--- src/rtl/byte_unstripping_n_pkg.sv ---
// Shared defaults and helpers for the lane striping/unstriping family.
// Lane-index width helper is reused by the parametrised striper.
package byte_unstripping_n_pkg;

  localparam int unsigned DEF_LANES = 2;
  localparam int unsigned DEF_WIDTH = 8;
  localparam int unsigned DEF_DEPTH = 4;

  // A single lane still needs a 1-bit index so the pointer never collapses to zero width.
  function automatic int unsigned lane_idx_w(input int unsigned lanes);
    return (lanes > 1) ? $clog2(lanes) : 1;
  endfunction

endpackage

--- src/rtl/byte_unstripping_n_lane_fifo.sv ---
// Per-lane synchronous FIFO; head is visible combinationally, ready is registered
// from the post-update count so it depends on no input in the same cycle.
module lane_fifo #(
  parameter int WIDTH = 8,
  parameter int DEPTH = 4
) (
  input  logic                     clk_f,
  input  logic                     reset_L,
  input  logic                     i_push,
  input  logic [WIDTH-1:0]         i_push_dat,
  input  logic                     i_pop,
  output logic [WIDTH-1:0]         o_head,
  output logic                     o_full,
  output logic                     o_empty,
  output logic [$clog2(DEPTH):0]   o_count,
  output logic                     o_ready
);

  localparam int AW = $clog2(DEPTH);
  localparam int CW = AW + 1;

  logic [WIDTH-1:0] r_mem [DEPTH];
  logic [AW-1:0]    r_wr_ptr;
  logic [AW-1:0]    r_rd_ptr;
  logic [CW-1:0]    r_count;
  logic             r_ready;
  logic [CW-1:0]    w_count_nxt;
  logic             w_push;
  logic             w_pop;

  assign w_push = i_push && r_ready;
  assign w_pop  = i_pop && !o_empty;

  always_comb begin
    w_count_nxt = r_count;
    if (w_push && !w_pop) begin
      w_count_nxt = r_count + 1'b1;
    end else if (!w_push && w_pop) begin
      w_count_nxt = r_count - 1'b1;
    end
  end

  always_ff @(posedge clk_f) begin
    if (!reset_L) begin
      r_wr_ptr <= '0;
      r_rd_ptr <= '0;
      r_count  <= '0;
      r_ready  <= 1'b0;
    end else begin
      if (w_push) r_wr_ptr <= r_wr_ptr + 1'b1;
      if (w_pop)  r_rd_ptr <= r_rd_ptr + 1'b1;
      r_count <= w_count_nxt;
      r_ready <= (w_count_nxt < CW'(DEPTH));
    end
  end

  // Storage carries no reset: contents are only observable behind a valid count.
  always_ff @(posedge clk_f) begin
    if (w_push) r_mem[r_wr_ptr] <= i_push_dat;
  end

  assign o_head  = r_mem[r_rd_ptr];
  assign o_full  = (r_count == CW'(DEPTH));
  assign o_empty = (r_count == '0);
  assign o_count = r_count;
  assign o_ready = r_ready;

endmodule

--- src/rtl/byte_unstripping_n.sv ---
// N-lane unstripper: drains per-lane FIFOs strictly round-robin (lane 0 first)
// into one registered output word with valid/ready backpressure.
module byte_unstripping_n
  import byte_unstripping_n_pkg::*;
#(
  parameter int LANES = DEF_LANES,
  parameter int WIDTH = DEF_WIDTH,
  parameter int DEPTH = DEF_DEPTH
) (
  input  logic                   clk_f,
  input  logic                   reset_L,
  input  logic [LANES*WIDTH-1:0] data_stripe,
  input  logic [LANES-1:0]       valid_stripe,
  output logic [LANES-1:0]       ready_stripe,
  output logic [WIDTH-1:0]       data_unstriped,
  output logic                   valid_unstriped,
  input  logic                   ready_unstriped,
  output logic [LANES-1:0]       overflow_err
);

  localparam int LW = lane_idx_w(LANES);
  localparam int CW = $clog2(DEPTH) + 1;

  logic [LW-1:0]    r_cur_lane;
  logic [WIDTH-1:0] r_data;
  logic             r_valid;
  logic [LANES-1:0] r_err;

  logic [LANES-1:0] w_push;
  logic [LANES-1:0] w_pop;
  logic [LANES-1:0] w_ready;
  logic [LANES-1:0] w_empty;
  logic [LANES-1:0] w_full;
  logic [CW-1:0]    w_count [LANES];
  logic [WIDTH-1:0] w_head  [LANES];
  logic             w_load;
  logic             w_unused_fifo_stat;

  // Never skip an empty lane: stalling on it is what keeps byte order intact.
  assign w_load = !w_empty[r_cur_lane] && (!r_valid || ready_unstriped);

  for (genvar gi = 0; gi < LANES; gi++) begin : g_lane
    assign w_push[gi] = valid_stripe[gi] && w_ready[gi];
    assign w_pop[gi]  = w_load && (r_cur_lane == LW'(gi));

    lane_fifo #(
      .WIDTH (WIDTH),
      .DEPTH (DEPTH)
    ) u_fifo (
      .clk_f      (clk_f),
      .reset_L    (reset_L),
      .i_push     (w_push[gi]),
      .i_push_dat (data_stripe[gi*WIDTH +: WIDTH]),
      .i_pop      (w_pop[gi]),
      .o_head     (w_head[gi]),
      .o_full     (w_full[gi]),
      .o_empty    (w_empty[gi]),
      .o_count    (w_count[gi]),
      .o_ready    (w_ready[gi])
    );
  end

  always_comb begin
    w_unused_fifo_stat = ^w_full;
    for (int i = 0; i < LANES; i++) begin
      w_unused_fifo_stat = w_unused_fifo_stat ^ (^w_count[i]);
    end
  end

  always_ff @(posedge clk_f) begin
    if (!reset_L) begin
      r_cur_lane <= '0;
      r_data     <= '0;
      r_valid    <= 1'b0;
      r_err      <= '0;
    end else begin
      r_err <= r_err | (valid_stripe & ~w_ready);
      if (w_load) begin
        r_data     <= w_head[r_cur_lane];
        r_valid    <= 1'b1;
        r_cur_lane <= (r_cur_lane == LW'(LANES - 1)) ? '0 : r_cur_lane + 1'b1;
      end else if (ready_unstriped) begin
        r_valid <= 1'b0;
      end
    end
  end

  assign ready_stripe    = w_ready;
  assign data_unstriped  = r_data;
  assign valid_unstriped = r_valid;
  assign overflow_err    = r_err;

endmodule

--- config.mk ---
export PLATFORM = sky130hd
export DESIGN_NAME = byte_unstripping_n
export DESIGN_NICKNAME = d
export VERILOG_FILES = /design/src/rtl/byte_unstripping_n_pkg.sv /design/src/rtl/byte_unstripping_n_lane_fifo.sv /design/src/rtl/byte_unstripping_n.sv
export SDC_FILE = /design/constraint.sdc
export NUM_CORES = 1
export LEC_CHECK = 0
export ABC_AREA = 1
export BUFFER_PORTS_ARGS = -buffer_cell sky130_fd_sc_hd__buf_4
export CORE_ASPECT_RATIO = 0.5
export CORE_MARGIN = 1
export CORE_UTILIZATION = 35
export DETAILED_ROUTE_END_ITERATION = 16
export PLACE_DENSITY = 0.62
export SETUP_SLACK_MARGIN = 0.1
export SKIP_CTS_REPAIR_TIMING = 1
export SLEW_MARGIN = 20
export SYNTH_ARGS = -nofsm -noshare
export SYNTH_HDL_FRONTEND = slang
export SYNTH_SLANG_ARGS = --single-unit
--- constraint.sdc ---
create_clock -name clk_f -period 1.75 [get_ports clk_f]
set_input_delay 0.35 -clock clk_f [delete_from_list [all_inputs] [get_ports clk_f]]
set_output_delay 0.35 -clock clk_f [all_outputs]
set_load 0.1 [all_outputs]
After elaboration in Yosys (flattened, before gate mapping)

Memories as Yosys holds them, arrays and structs flattened. A register that Yosys moved wholly into a read port is not among the register bits.
Index checks and enable logic that the tools add are counted.

Register bits after elaboration: 28
Bits in writable memories: 64
Memories kept: 2
Output and inout bits: 13
Logic and storage cells: 77

Memory list:

| name                   | depth | width | read ports | clocked after Yosys merged registers in | wr ports | RTL line                           | source |
|---|---|---|---|---|---|---|---|
| g_lane[0].u_fifo.r_mem | 4     | 8     | 1          | 1                                       | 1        | byte_unstripping_n_lane_fifo.sv:22 | `logic [WIDTH-1:0] r_mem [DEPTH];` |
| g_lane[1].u_fifo.r_mem | 4     | 8     | 1          | 1                                       | 1        | byte_unstripping_n_lane_fifo.sv:22 |  |

$lt $le $gt $ge: 4
Bitwise logic cells: 5
$add $sub $neg: 9
Multiplexer cells: 20
Reduce and logical (&&, ||, !) cells: 25

Operators with widths:

| kind                | count |
|---|---|
| $mux 8              | 3 |
| $logic_and 1x1->1   | 13 |
| $mux 3              | 4 |
| $mux 1              | 9 |
| $add 2x1->2 const B | 4 |
| $logic_not 1->1     | 8 |
| $mux 2              | 4 |
| $add 3x1->3 const B | 2 |
| $logic_not 3->1     | 2 |
| $lt 3x3->1 const B  | 2 |
| $sub 3x1->3 const B | 2 |
| $and 2x2->2         | 1 |
| $ge 2x2->1 const B  | 1 |
| $lt 1x2->1 const B  | 1 |
| $not 1->2           | 1 |
| $not 2->2           | 1 |
| $or 2x2->2          | 1 |
| $reduce_bool 2->1   | 1 |
| $add 1x1->1 const B | 1 |
| $logic_or 1x1->1    | 1 |
| $not 1->1           | 1 |

Longest topological paths before layout

Word-level depth: 11
Gate-level depth with buffers: 12

Hierarchy

Synthesis repeated with hierarchy kept, for this count alone.

Cell total of the unflattened synthesis: 423
Area total of the unflattened synthesis: 4,174.0 µm²

Modules (own cells, without submodules):

| module             | area each (µm²) | sequential area each (µm²) | instances | cells each |
|---|---|---|---|---|
| lane_fifo          | 1,776.7         | 1,161.1                    | 2         | 159 |
| byte_unstripping_n | 620.6           | 240.2                      | 1         | 105 |

Least setup slack after synthesis

OpenSTA, ideal clock, no wires.

Kind: register to register
Start: register r_valid (netlist: valid_unstriped)
End: register g_lane[0].u_fifo.r_ready
Cell stages (with the launch flop): 10
Data required time: 1.633 ns
Period minus slack after synthesis: 2.238 ns
Data arrival time: 2.121 ns
Setup slack: -0.488 ns
Cell sequence: dfxtp_1 inv_1 nor2_1 inv_1 nand2_4 inv_2 ha_1 or2_2 o21ai_0 nor2_1

Word-level cells in the longest chain between the ends: 9
Elaborated cells between the ends (all ways): 11
Those cells by class: 1 x order compare; 2 x mux; 8 x reduce/logical

RTL lines:

| item                                                        | RTL line                                                               | source |
|---|---|---|
| start: declaration                                          | byte_unstripping_n.sv:26                                               | `logic r_valid;` |
| start signal: assignment                                    | byte_unstripping_n.sv:74                                               | `r_valid <= 1'b0;` |
| start signal: assignment                                    | byte_unstripping_n.sv:80                                               | `r_valid <= 1'b1;` |
| start signal: assignment                                    | byte_unstripping_n.sv:83                                               | `r_valid <= 1'b0;` |
| $logic_not 1->1 (*)                                         | byte_unstripping_n.sv:40                                               | `assign w_load = !w_empty[r_cur_lane] && (!r_valid \|\| ready_unstriped);` |
| $logic_or 1x1->1 (*)                                        | byte_unstripping_n.sv:40                                               |  |
| $logic_and 1x1->1 (*)                                       | byte_unstripping_n.sv:40                                               |  |
| $logic_and 1x1->1 (*)                                       | byte_unstripping_n.sv:44                                               | `assign w_pop[gi] = w_load && (r_cur_lane == LW'(gi));` |
| $logic_and 1x1->1 (*)                                       | byte_unstripping_n_lane_fifo.sv:32                                     | `assign w_pop = i_pop && !o_empty;` |
| net g_lane[0].u_fifo.w_pop                                  | byte_unstripping_n_lane_fifo.sv:29                                     | `logic w_pop;` |
| $logic_and 1x1->1 / $logic_not 1->1 (equally long branches) | byte_unstripping_n_lane_fifo.sv:38, byte_unstripping_n_lane_fifo.sv:36 |  |
| $mux 3 / $logic_and 1x1->1 (equally long branches)          | byte_unstripping_n_lane_fifo.sv:38, byte_unstripping_n_lane_fifo.sv:36 |  |
| $mux 3 (*)                                                  | byte_unstripping_n_lane_fifo.sv:36                                     | `if (w_push && !w_pop) begin` |
| $lt 3x3->1 (*)                                              | byte_unstripping_n_lane_fifo.sv:53                                     | `r_ready <= (w_count_nxt < CW'(DEPTH));` |
| end signal: assignment                                      | byte_unstripping_n_lane_fifo.sv:53                                     |  |
| end: declaration                                            | byte_unstripping_n_lane_fifo.sv:26                                     | `logic r_ready;` |

The timed path passes the listed nets; every way through them passes the cells marked *.
A chain may end at the register's enable or synchronous reset.

Worst setup path after layout

Start: register g_lane[0].u_fifo.r_count[1]
End: register g_lane[0].u_fifo.r_count[0]

Word-level cells in the longest chain between the ends: 10
Elaborated cells between the ends (all ways): 13
Those cells by class: 4 x mux; 9 x reduce/logical

RTL lines:

| item                                                        | RTL line                                                               | source |
|---|---|---|
| start: declaration                                          | byte_unstripping_n_lane_fifo.sv:25                                     | `logic [CW-1:0] r_count;` |
| start signal: assignment                                    | byte_unstripping_n_lane_fifo.sv:52                                     | `r_count <= w_count_nxt;` |
| $logic_not 3->1 (*)                                         | byte_unstripping_n_lane_fifo.sv:64                                     | `assign o_empty = (r_count == '0);` |
| $mux 1 (not written as such) (2 in series)                  | byte_unstripping_n.sv:40                                               |  |
| $logic_not 1->1                                             | byte_unstripping_n.sv:40                                               |  |
| $logic_and 1x1->1                                           | byte_unstripping_n.sv:40                                               |  |
| $logic_and 1x1->1                                           | byte_unstripping_n.sv:44                                               |  |
| $logic_and 1x1->1 (*)                                       | byte_unstripping_n_lane_fifo.sv:32                                     |  |
| net g_lane[0].u_fifo.w_pop                                  | byte_unstripping_n_lane_fifo.sv:29                                     |  |
| $logic_and 1x1->1 / $logic_not 1->1 (equally long branches) | byte_unstripping_n_lane_fifo.sv:38, byte_unstripping_n_lane_fifo.sv:36 |  |
| $mux 3 / $logic_and 1x1->1 (equally long branches)          | byte_unstripping_n_lane_fifo.sv:38, byte_unstripping_n_lane_fifo.sv:36 |  |
| $mux 3 (*)                                                  | byte_unstripping_n_lane_fifo.sv:36                                     |  |

The timed path passes the listed nets; every way through them passes the cells marked *. The select of a mux whose other input is x is not followed.

==> metrics.txt <==
share of total power in combinational logic 0.407; Layout Skew 0.00785 ns; Buffers on Ports 33; Die Height 80.3 um; setup violators final 0; first-pass GRT wire length 12800 um; number of antenna violations at the first check in global routing 0; layout cells sized above 1 0.219; syn nets 485; total global routing track utilization 0.133; Core Area 0.0119 sq mm; Post-Layout Cell Count 668; Flop pwr share 0.366; Yosys cell types 24; Root Buffer clkbuf_16; DPL Wire Length 5440 um; Worst R2R Setup Slack 0.15 ns; DRC Markers 0; Mapped Area 0.00429 sq mm; Syn Area/Cell 9.61 sq um; internal power 5.02 mW; register area share after synthesis 0.598; H-tree levels 3; Detail Route Antenna Nets 0; Pins Over Slew Limit 0; Setup CP Type reg2reg; Worst-Margin Slew 0.380 ns; crit path DAT 1.81 ns; Net Sw Frac 0.396; drt first pass iters 4; setup ws final 0.153 ns; vias per cell 4.29; Final Cell Area 0.00516 sq mm; largest net degree at the start of global routing 18; Placed Cells incl. Taps 648; Max-Cap Viols 0; Reg clk slew, reported paths 0.06 ns; Clock Path Buffers 2; Worst-Skew Late Latency 0.34 ns; Final Wtd Congestion 0.796; Worst IR Drop VDD 531 uV; die width 159 um; nets@finish 538; TritonCTS clock tree built; Setup WS pre-CTS 0.0676 ns; DRT iter0 DRCs 128; area grow syn2layout 20.3%; Switching Power 3.29 mW; Final min period 1.60 ns; FF+latch count, synth 96; clock power share 0.227; leakage power 2.30 nW; CP endpoint g_lane[0].u_fifo.o_count[0]; initial core utilization 0.361; final hold violations 0; final wirelength 7850 um; GRT Residual Overflow 0; placed cell area 0.00479 sq mm; reg2reg end g_lane[0].u_fifo.o_count[0]; Worst Setup SP g_lane[0].u_fifo.o_count[1]; worst reg2reg startpoint g_lane[0].u_fifo.o_count[1]; crit path capture type flip-flop; ANT cells 0; vias in the first global route 2701; HP Class in2reg; achievable frequency 626 MHz; Synth Instances 446; CP max FO 6; pwr dens 1610 mW/mm^2; status finished clean; Num CTS Buffers 9; die area 0.0127 sq mm; FF-to-FF path depth 11; Yosys Warn Count 0; RSZ-0062 raised after global routing false; WL per Instance 11.8 um; cell row count 28; DR vias 2866; Clock Sink Count 96; Startpoint Class flip-flop; Slew HR 0.746; Top Ports 34; TNS Setup 0 ns; CP required 1.96 ns; Tcrit/Tclk final 0.913
-- cell type report --
class / instances / area, sq um
Timing Repair Buffer: 55 / 413
Clock buffer: 10 / 229
Fill cell: 1124 / 6720
Clock inverter: 5 / 57.6
Inverter: 92 / 358
Sequential cell: 96 / 2570
Multi-Input combinational cell: 245 / 1330
Tap cell: 165 / 206
-- power groups by stage --
stage               sequential, mW  combinational (mW)  clock [mW]
finish                        3.04                3.38        1.89
global route                  3.09                3.76        2.01
CTS                           3.03                3.25        1.94
detailed placement            3.08                3.23           0
global placement              3.07                3.19           0
floorplan                     3.56                2.09           0
-- cell usage after synthesis --
cell,n,share of area
ha_1,18,0.053
or2_2,2,0.0029
nand2_2,4,0.0058
dfxtp_1,32,0.15
buf_2,2,0.0023
clkbuf_1,2,0.0018
a211oi_1,2,0.0035
inv_2,8,0.0070
nor2_4,1,0.0026
buf_4,5,0.0088
nand3_1,51,0.060
inv_1,81,0.071
inv_4,2,0.0029
nand2_1,101,0.088
nor2_1,18,0.016
o21ai_1,2,0.0023
xor2_1,4,0.0082
edfxtp_1,64,0.45
buf_6,4,0.011
nand3b_1,2,0.0035
nand2_4,3,0.0079
clkinv_4,1,0.0020
o21ai_0,9,0.011
a21oi_1,28,0.033
-- through the flow --
step / utilization / power (mW) / hold slack [ns]
CTS: 0.428 / 8.21 / 0.204
detailed placement: 0.403 / 6.31 / 0.463
floorplan: - / 5.65 / 0.449
global placement: 0.403 / 6.26 / 0.449
finish: 0.434 / 8.31 / 0.213
global route: 0.434 / 8.86 / 0.205
-- per-layer routing --
layer,up-vias,part of all wire,GRT usage
li1,1520,-,-
met1,1313,0.49,0.166
met2,26,0.48,0.226
met3,7,0.025,0.0324
met4,0,0.011,0.0404
met5,-,0,0
-- registers in the layout, summed over array words and instances, names as in the netlist, named ones only --
| name | cells |
|---|---|
| data_unstriped | 8 |
| g_lane.u_fifo.o_count | 4 |
| g_lane.u_fifo.o_ready | 2 |
| g_lane.u_fifo.r_mem | 64 |
| g_lane.u_fifo.r_rd_ptr | 4 |
| g_lane.u_fifo.r_wr_ptr | 4 |
| overflow_err | 2 |
| r_cur_lane | 1 |
| valid_unstriped | 1 |
-- worst max-delay path, stage by stage (launching register included) --
cell	delay (ns)
dfxtp_1	0.32
inv_2	0.09
ha_4	0.13
nand2_2	0.05
nand2_2	0.08
inv_2	0.04
nand2_4	0.08
inv_2	0.06
ha_4	0.17
or2_4	0.26
a21oi_2	0.13
a211oi_1	0.05
-- worst min path at each step --
stage / start / end / slack [ns] / cells past startpoint
2_1_floorplan: data_stripe[0] / g_lane[0].u_fifo.r_mem[0][0] / 0.45 / 0
3_3_place_gp: overflow_err[1] / overflow_err[1] / 0.45 / 2
3_5_place_dp: overflow_err[1] / overflow_err[1] / 0.46 / 2
4_1_cts: data_stripe[7] / g_lane[0].u_fifo.r_mem[3][7] / 0.20 / 1
5_1_grt: data_stripe[11] / g_lane[1].u_fifo.r_mem[2][3] / 0.21 / 1
6_report: data_stripe[11] / g_lane[1].u_fifo.r_mem[2][3] / 0.21 / 1
-- cells by family (layout without fill, tap and decap cells) --
logic type / after synthesis / after routing / synth area share
xor+xnor: 4 / 4 / 0.00817
buf+inv: 105 / 162 / 0.106
simple gates: 182 / 182 / 0.186
fa+ha+maj: 18 / 18 / 0.0525
flops: 96 / 96 / 0.598
compound gates: 41 / 41 / 0.0490
-- layout by cell type, fill, tap and decap left out --
| master | count |
|---|---|
| nand2_2 | 4 |
| nand2_1 | 101 |
| nor2_4 | 1 |
| a211oi_1 | 2 |
| xor2_1 | 4 |
| nand3_1 | 51 |
| inv_2 | 13 |
| ha_4 | 2 |
| a21oi_2 | 3 |
| o21ai_0 | 6 |
| nor2_2 | 1 |
| clkinv_2 | 2 |
| nand2_4 | 3 |
| o21ai_1 | 4 |
| o21ai_2 | 1 |
| inv_6 | 1 |
| ha_1 | 13 |
| ha_2 | 3 |
| or2_4 | 2 |
| inv_4 | 3 |
| dfxtp_1 | 28 |
| clkbuf_16 | 9 |
| a21oi_1 | 25 |
| nor2_1 | 17 |
| bufinv_16 | 1 |
| inv_1 | 75 |
| buf_4 | 55 |
| dfxtp_4 | 1 |
| dfxtp_2 | 3 |
| clkbuf_1 | 1 |
| nand3b_1 | 2 |
| edfxtp_1 | 64 |
| clkinv_4 | 2 |
Power figures use the tool's default switching activity.
